==> config.mk <==
export PLATFORM = sky130hd
export DESIGN_NAME = regfile_wb_arbiter
export DESIGN_NICKNAME = d
export VERILOG_FILES = /design/src/rtl/regfile_wb_arbiter_pkg.sv /design/src/rtl/regfile_wb_arbiter_rr_arb2.sv /design/src/rtl/regfile_wb_arbiter.sv
export SDC_FILE = /design/constraint.sdc
export NUM_CORES = 1
export LEC_CHECK = 0
export ABC_AREA = 0
export BUFFER_PORTS_ARGS = -buffer_cell sky130_fd_sc_hd__buf_2
export CORE_MARGIN = 2
export CORE_UTILIZATION = 40
export CTS_BUF_LIST = sky130_fd_sc_hd__clkbuf_8 sky130_fd_sc_hd__clkbuf_16
export CTS_CLUSTER_SIZE = 28
export DETAILED_ROUTE_END_ITERATION = 10
export HOLD_SLACK_MARGIN = 0.12
export PLACE_DENSITY_LB_ADDON = 0.12
export SLEW_MARGIN = 5
export SYNTH_ARGS = -nofsm -noshare
export SYNTH_HDL_FRONTEND = slang
export SYNTH_SLANG_ARGS = --single-unit
==> constraint.sdc <==
create_clock -name clk -period 3.45 [get_ports clk]
set_clock_uncertainty 0.15 [all_clocks]
set_input_delay 0.69 -clock clk [delete_from_list [all_inputs] [get_ports clk]]
set_output_delay 0.69 -clock clk [all_outputs]
set_load 0.02 [all_outputs]
==> src/rtl/regfile_wb_arbiter_pkg.sv <==
// -----------------------------------------------------------------------------
// rf_pkg
// Shared definitions for the register-file write-port controller.
//   RF_NUM_REGS / RF_ADDR_W / RF_DATA_W : default geometry of the register file
//   rf_wreq_t                           : one write request {addr, data}
//   rf_src_e                            : writeback source, used as arbiter priority
//   rf_arb_state_e                      : controller state (INIT only used when the
//                                         RF_CLEAR_SEQ_EN clear sequence is built)
// -----------------------------------------------------------------------------
package rf_pkg;

    localparam int RF_NUM_REGS = 32;
    localparam int RF_ADDR_W   = 5;
    localparam int RF_DATA_W   = 32;

    typedef struct packed {
        logic [RF_ADDR_W-1:0] addr;
        logic [RF_DATA_W-1:0] data;
    } rf_wreq_t;

    typedef enum logic {
        SRC_A = 1'b0,
        SRC_B = 1'b1
    } rf_src_e;

    typedef enum logic {
        ST_INIT = 1'b0,
        ST_RUN  = 1'b1
    } rf_arb_state_e;

endpackage : rf_pkg

==> src/rtl/regfile_wb_arbiter_rr_arb2.sv <==
// -----------------------------------------------------------------------------
// rr_arb2
// Two-requester round-robin arbiter. Grants are combinational from the request
// vector and the priority register; the priority flips to the other requester
// after every grant and holds on idle cycles.
//   clk  : clock, rising edge
//   rst  : asynchronous active-high reset (priority returns to requester 0)
//   req  : request vector, bit 0 = source A, bit 1 = source B
//   gnt  : one-hot grant (or zero when nothing is requested)
// -----------------------------------------------------------------------------
module rr_arb2
    import rf_pkg::*;
(
    input  logic       clk,
    input  logic       rst,
    input  logic [1:0] req,
    output logic [1:0] gnt
);

    rf_src_e prio_r;

    // Grant the sole requester, or the prioritised one under contention.
    always_comb begin
        gnt    = 2'b00;
        gnt[0] = req[0] && (!req[1] || (prio_r == SRC_A));
        gnt[1] = req[1] && (!req[0] || (prio_r == SRC_B));
    end

    // Priority hands over to the other source after each grant.
    always_ff @(posedge clk or posedge rst) begin
        if (rst) begin
            prio_r <= SRC_A;
        end else if (gnt[0]) begin
            prio_r <= SRC_B;
        end else if (gnt[1]) begin
            prio_r <= SRC_A;
        end else begin
            prio_r <= prio_r;
        end
    end

endmodule : rr_arb2

==> src/rtl/regfile_wb_arbiter.sv <==
// -----------------------------------------------------------------------------
// regfile_wb_arbiter
// Write-port controller for the register file. Sources A (ALU) and B (load
// return) compete round-robin for the single write port; the winning write is
// registered onto rf_we/rf_waddr/rf_wdata for exactly one cycle.
// Writes to register 0 or to addresses >= NUM_REGS are accepted but dropped.
//
// Build option: define RF_CLEAR_SEQ_EN to zero-fill every register after reset
// (INIT state) before any request is accepted.
//
// Ports:
//   clk                          : clock, rising edge
//   clr                          : asynchronous active-high reset
//   a_valid/a_addr/a_data/a_ready: source A handshake (ready is combinational)
//   b_valid/b_addr/b_data/b_ready: source B handshake (ready is combinational)
//   rf_we/rf_waddr/rf_wdata      : registered write port to the register file
//   init_done                    : high while in RUN and accepting requests
// -----------------------------------------------------------------------------
module regfile_wb_arbiter
    import rf_pkg::*;
#(
    parameter int NUM_REGS = RF_NUM_REGS,
    parameter int ADDR_W   = RF_ADDR_W,
    parameter int DATA_W   = RF_DATA_W
) (
    input  logic              clk,
    input  logic              clr,
    input  logic              a_valid,
    input  logic [ADDR_W-1:0] a_addr,
    input  logic [DATA_W-1:0] a_data,
    output logic              a_ready,
    input  logic              b_valid,
    input  logic [ADDR_W-1:0] b_addr,
    input  logic [DATA_W-1:0] b_data,
    output logic              b_ready,
    output logic              rf_we,
    output logic [ADDR_W-1:0] rf_waddr,
    output logic [DATA_W-1:0] rf_wdata,
    output logic              init_done
);

    // One extra bit so NUM_REGS == 2**ADDR_W is representable.
    localparam logic [ADDR_W:0] NUM_REGS_W = (ADDR_W+1)'(NUM_REGS);

    // Register 0 is hard-wired zero; out-of-range addresses have no storage.
    function automatic logic addr_writable(input logic [ADDR_W-1:0] addr);
        return (addr != {ADDR_W{1'b0}}) && ({1'b0, addr} < NUM_REGS_W);
    endfunction

    logic              run_s;
    logic              in_init_s;
    logic [ADDR_W-1:0] init_addr_s;
    logic [1:0]        req_s;
    logic [1:0]        gnt_s;
    logic              we_nxt_s;
    logic [ADDR_W-1:0] waddr_nxt_s;
    logic [DATA_W-1:0] wdata_nxt_s;

`ifdef RF_CLEAR_SEQ_EN
    localparam logic [ADDR_W-1:0] LAST_ADDR = ADDR_W'(NUM_REGS - 1);

    rf_arb_state_e     state_r;
    rf_arb_state_e     state_nxt_s;
    logic [ADDR_W-1:0] clr_cnt_r;
    logic [ADDR_W-1:0] clr_cnt_nxt_s;

    // State and clear-counter registers; clearing restarts at register 0 on reset.
    always_ff @(posedge clk or posedge clr) begin
        if (clr) begin
            state_r   <= ST_INIT;
            clr_cnt_r <= {ADDR_W{1'b0}};
        end else begin
            state_r   <= state_nxt_s;
            clr_cnt_r <= clr_cnt_nxt_s;
        end
    end

    // INIT walks the counter through every register, leaving on the last one.
    always_comb begin
        state_nxt_s   = state_r;
        clr_cnt_nxt_s = clr_cnt_r;
        case (state_r)
            ST_INIT: begin
                if (clr_cnt_r == LAST_ADDR) begin
                    state_nxt_s   = ST_RUN;
                    clr_cnt_nxt_s = {ADDR_W{1'b0}};
                end else begin
                    clr_cnt_nxt_s = clr_cnt_r + {{(ADDR_W-1){1'b0}}, 1'b1};
                end
            end
            ST_RUN: begin
                state_nxt_s = ST_RUN;
            end
            default: begin
                state_nxt_s   = ST_INIT;
                clr_cnt_nxt_s = {ADDR_W{1'b0}};
            end
        endcase
    end

    assign run_s       = (state_r == ST_RUN);
    assign in_init_s   = (state_r == ST_INIT);
    assign init_addr_s = clr_cnt_r;
`else
    assign run_s       = 1'b1;
    assign in_init_s   = 1'b0;
    assign init_addr_s = {ADDR_W{1'b0}};
`endif

    assign init_done = run_s;

    // Requests are held off entirely until the controller is in RUN.
    assign req_s = {b_valid, a_valid} & {2{run_s}};

    rr_arb2 u_arb (
        .clk (clk),
        .rst (clr),
        .req (req_s),
        .gnt (gnt_s)
    );

    assign a_ready = gnt_s[0];
    assign b_ready = gnt_s[1];

    // Select what the write port carries next cycle: clear write, winner, or idle.
    always_comb begin
        we_nxt_s    = 1'b0;
        waddr_nxt_s = {ADDR_W{1'b0}};
        wdata_nxt_s = {DATA_W{1'b0}};
        if (in_init_s) begin
            we_nxt_s    = 1'b1;
            waddr_nxt_s = init_addr_s;
        end else if (gnt_s[0]) begin
            if (addr_writable(a_addr)) begin
                we_nxt_s    = 1'b1;
                waddr_nxt_s = a_addr;
                wdata_nxt_s = a_data;
            end else begin
                we_nxt_s = 1'b0;
            end
        end else if (gnt_s[1]) begin
            if (addr_writable(b_addr)) begin
                we_nxt_s    = 1'b1;
                waddr_nxt_s = b_addr;
                wdata_nxt_s = b_data;
            end else begin
                we_nxt_s = 1'b0;
            end
        end else begin
            we_nxt_s = 1'b0;
        end
    end

    // Output register; a write captured but not yet issued is lost on clr.
    always_ff @(posedge clk or posedge clr) begin
        if (clr) begin
            rf_we    <= 1'b0;
            rf_waddr <= {ADDR_W{1'b0}};
            rf_wdata <= {DATA_W{1'b0}};
        end else begin
            rf_we    <= we_nxt_s;
            rf_waddr <= waddr_nxt_s;
            rf_wdata <= wdata_nxt_s;
        end
    end

endmodule : regfile_wb_arbiter

# After elaboration in Yosys (flattened, before gate mapping)
# Cells that the tools add are included.
# classes
n_mux	14
bitwise_logic	1
reduce_logical	9
# ops
cell	n
$mux 32	4
$mux 5	4
$reduce_bool 5->1	2
$mux 1	6
$logic_and 1x1->1	2
$logic_not 1->1	2
$logic_or 1x1->1	2
$reduce_bool 2->1	1
$not 1->1	1
# word_totals
ff_bits	39
in_bits	78
out_inout_bits	41
wordCells	28

# Logic depth before layout (Yosys ltp)
# logic_depth
word_depth	5
depth_mapped	4
ltp_nobuf	3

# By module
# A second synthesis with hierarchy kept.
# unflattened
hier_cells	109
hier_area_um2	1473.9
# modules_own_cells
mod	n_inst	cells_per_inst	area_each_um2	seq_area_each_um2
regfile_wb_arbiter	1	102	1416.4	950.9
rr_arb2	1	7	57.6	25.0

# Worst setup path before layout
# Ideal clock, no wire load.
# synth_timing
path_kind	input port to output port
from	input port b_valid
to	output port b_ready
arrival_ns	1.265
setup_slack_ns	1.345
stages	2
path_cell_list	inv_1 > a21oi_1
# synth_via
elab_chain_len	1
# synth_lines
item	line	rtl
start: declaration	regfile_wb_arbiter.sv:32	input logic b_valid,
$logic_and 1x1->1	regfile_wb_arbiter_rr_arb2.sv:26	gnt[1] = req[1] && (!req[0] || (prio_r == SRC_B));
end: declaration	regfile_wb_arbiter.sv:35	output logic b_ready,
# Every way passes these cells.

# Final worst setup path
# Ends and elaborated chain as after synthesis.

==> key figures <==
Place
  • Cell count after placement: 256
  • # port buffers: around 120
  • Area after detailed placement: around 2100 um2
  • Weighted congestion at the end of routability-driven global placement: 0.867
  • Detail Placement HPWL: ~2700 um

Run
  • Maxcap violations: 0

Setup path
  • Worst setup SP type: input pin
  • Endpoint of the worst register-to-register path: rf_wdata[8]$_DFF_PP0_
  • Req. time, crit path: 2.61 ns
  • Largest driver fanout on the critical path: 6
  • Arrival time at the worst endpoint: approximately 1.5 ns
  • Cell count of the worst reg-to-reg path: 4
  • FF-to-FF setup slack: 1.64 ns
  • Launch point of the worst reg-to-reg path: u_arb.prio_r$_DFFE_PP0P_
  • Category of the worst setup path capture point: output pin
  • Type of the worst setup path: in -> out

Global routing
  • Maximum number of pins on one net before global-route repair: 40
  • Fraction of met2 tracks used by global routing: 0.316
  • First-pass GRT wire length: 5350 um
  • Number of antenna violations at the first check in global routing: 0
  • Global-route usage over all layers: 0.169
  • Vias in the first global route: 1,232
  • Met1 routing resource usage after global routing: 0.175
  • Most Crowded Layer GR: met2
  • Remaining Overflow, GRT: 0
  • Met3 global-route usage: 0.0573

Drt
  • Number of nets with antenna violations after detailed routing: 0
  • Total wire length after detailed routing: 3580 um
  • # DRC: 0
  • Via/cell ratio: 4.82
  • Total vias in the final route: between 1,000 and 1,500
  • Drt initial violations: 33
  • Detailed-routing iteration count for the pre-antenna-repair pass: 4
  • Post-detailed-route wirelength per cell: 13.5 um

STA
  • Count of final max-slew check failures: 0
  • Tightest Pin Transition: ~0.74 ns
  • Rel. slew slack: 0.504
  • Achievable frequency: approximately 430 MHz
  • Worst hold margin: 0.361 ns
  • Min Tclk post-route: 2.33 ns
  • Post-route setup TNS: 0 ns
  • Ratio of final minimum period to clock period: 0.677
  • RSZ-0062 raised after global routing: false
  • Count of final hold-check violations: 0
  • Final count of negative-setup-slack endpoints: 0

Synthesis
  • Share of async-settable or async-resettable flops after synthesis: 1.00
  • Synthesized instance count: 97
  • Register bit total from synthesis: 39
  • Post-synth net total: around 180
  • Cell with the most instances after synthesis: sky130_fd_sc_hd__dfrtp_1
  • Dominant synthesized flop cell: sky130_fd_sc_hd__dfrtp_1
  • Syn avg cell area: approximately 15 um2
  • Most numerous cell types in the synthesized netlist: sky130_fd_sc_hd__dfrtp_1, sky130_fd_sc_hd__a22o_1, sky130_fd_sc_hd__buf_6, sky130_fd_sc_hd__inv_1, sky130_fd_sc_hd__a22o_2
  • Total number of yosys warnings: 0
  • Proportion of netlist area held by the largest area contributor: 0.656
  • Sequential area share after synthesis: 0.656
  • Netlist area before placement: between 1000 and 1500 um2
  • EDFF count, synth: 0
  • Area leader, netlist: sky130_fd_sc_hd__dfrtp_1
  • Top cells by area in the synthesized netlist: sky130_fd_sc_hd__dfrtp_1, sky130_fd_sc_hd__a22o_1, sky130_fd_sc_hd__buf_6, sky130_fd_sc_hd__a22o_2, sky130_fd_sc_hd__a221oi_4
  • Count of cell types in the netlist: 15

Layout
  • Number of nets at the end of the flow: between 200 and 300
  • Post-route design area: 2200 um2
  • Layout Area Growth over Synthesis: 47.8%
  • Post-route insts no fill: 265
  • Filler cell count in the final layout: roughly 310
  • Proportion of layout cells with a drive suffix above 1: 0.622
  • Antenna diode count: 0

Clock network
  • Root buffer cell: sky130_fd_sc_hd__clkbuf_8
  • TritonCTS clock tree: done
  • Clock Latency Late Sink: 0.28 ns
  • Count of clock tree sinks: 39
  • Clock tree buffer depth: 2
  • Resized Gates After CTS: 0
  • Clock transition time at the flip-flop clock pins of the worst setup and hold paths: 0.07 ns
  • H-tree depth: 2
  • Setup Buffers After CTS: 0
  • Hold Buf Count CTS: 0
  • TritonCTS buffer count: 5

Floorplan
  • Area enclosed by the die boundary: 4220 um2
  • Vert. Die Dim: 65.0 um
  • Number of core rows: 22
  • Number of top-level pins: ~120
  • Initial core utilization: 0.413
  • Die Width: 65.0 um
  • Placeable core region: 3610 um2

Status
  • Outcome: finished clean

Power and ir drop
  • Highest ir drop seen on vdd: 0.000264 V
  • Leakage dissipation: 1.23 nW
  • Power density over cell area: between 500 and 600 nW/um2

Hold path
  • Worst hold-check path type: in -> async
==> worst max path at each step <==
stage / slack, ns / to / start
2_1_floorplan: 1.34 / b_ready / b_valid
3_3_place_gp: 1.04 / rf_wdata[0]$_DFF_PP0_ / a_valid
3_5_place_dp: 0.98 / rf_wdata[29]$_DFF_PP0_ / a_valid
6_report: 1.12 / b_ready / b_valid
4_1_cts: 1.12 / b_ready / b_valid
5_1_grt: 1.06 / b_ready / b_valid
==> per-stage QoR <==
| step | worst slack, ns | total power [W] | util |
|---|---|---|---|
| floorplan | 1.34 | 0.000680 | - |
| global placement | 1.04 | 0.000770 | 0.573 |
| detailed placement | 0.981 | 0.000777 | 0.573 |
| CTS | 1.12 | 0.00116 | 0.605 |
| global route | 1.06 | 0.00121 | 0.610 |
| finish | 1.12 | 0.00115 | 0.610 |
==> routing by layer <==
metal  vias up  part of all wire
li1        601                 -
met1       608              0.36
met2        65              0.54
met3         2             0.096
met4         0            0.0034
met5         -                 0
==> sequential cells by signal, indices dropped and copies added (netlist names) <==
name / count
rf_we: 1
rf_wdata: 32
u_arb.prio_r: 1
rf_waddr: 5
==> power breakdown <==
part / switching (W) / leakage (nW) / total (W) / internal, W
logic: 0.000144 / 0.689 / 0.000252 / 0.000107
clock network: 0.000148 / 0.0612 / 0.000382 / 0.000234
registers: 0.0000126 / 0.485 / 0.000516 / 0.000503
==> area by class of cell <==
cell class / count / area [um2] / share of cell area
Sequential cell: 39 / 976 / 0.444
Timing Repair Buffer: 119 / 608 / 0.277
Multi-Input combinational cell: 47 / 422 / 0.192
Clock buffer: 6 / 82.6 / 0.0376
Tap cell: 48 / 60.1 / 0.0273
Clock inverter: 2 / 35.0 / 0.0159
Inverter: 4 / 15.0 / 0.00683
==> placed cells by master (no fill, tap or decap), types with 2 or more instances in the layout <==
master and instances:
sky130_fd_sc_hd__buf_2 117, sky130_fd_sc_hd__dfrtp_1 39, sky130_fd_sc_hd__a22o_1 34, sky130_fd_sc_hd__clkbuf_8 6, sky130_fd_sc_hd__inv_1 4, sky130_fd_sc_hd__a22o_2 3
sky130_fd_sc_hd__a21oi_1 2
==> worst max-delay path: stages <==
cell                      delay [ns]
sky130_fd_sc_hd__buf_2          0.11
sky130_fd_sc_hd__inv_1          0.07
sky130_fd_sc_hd__a21oi_1        0.37
sky130_fd_sc_hd__buf_2          0.25
==> logic make-up (layout without fill, tap and decap cells) <==
kind of cell,Yosys count,count (layout),synth area share
buf+inv,11,131,0.0606
flops,39,39,0.656
compound gates,42,42,0.262
other cells,1,1,0.00252
simple gates,4,4,0.0185
No activity file was read; power rests on OpenSTA's default activity.
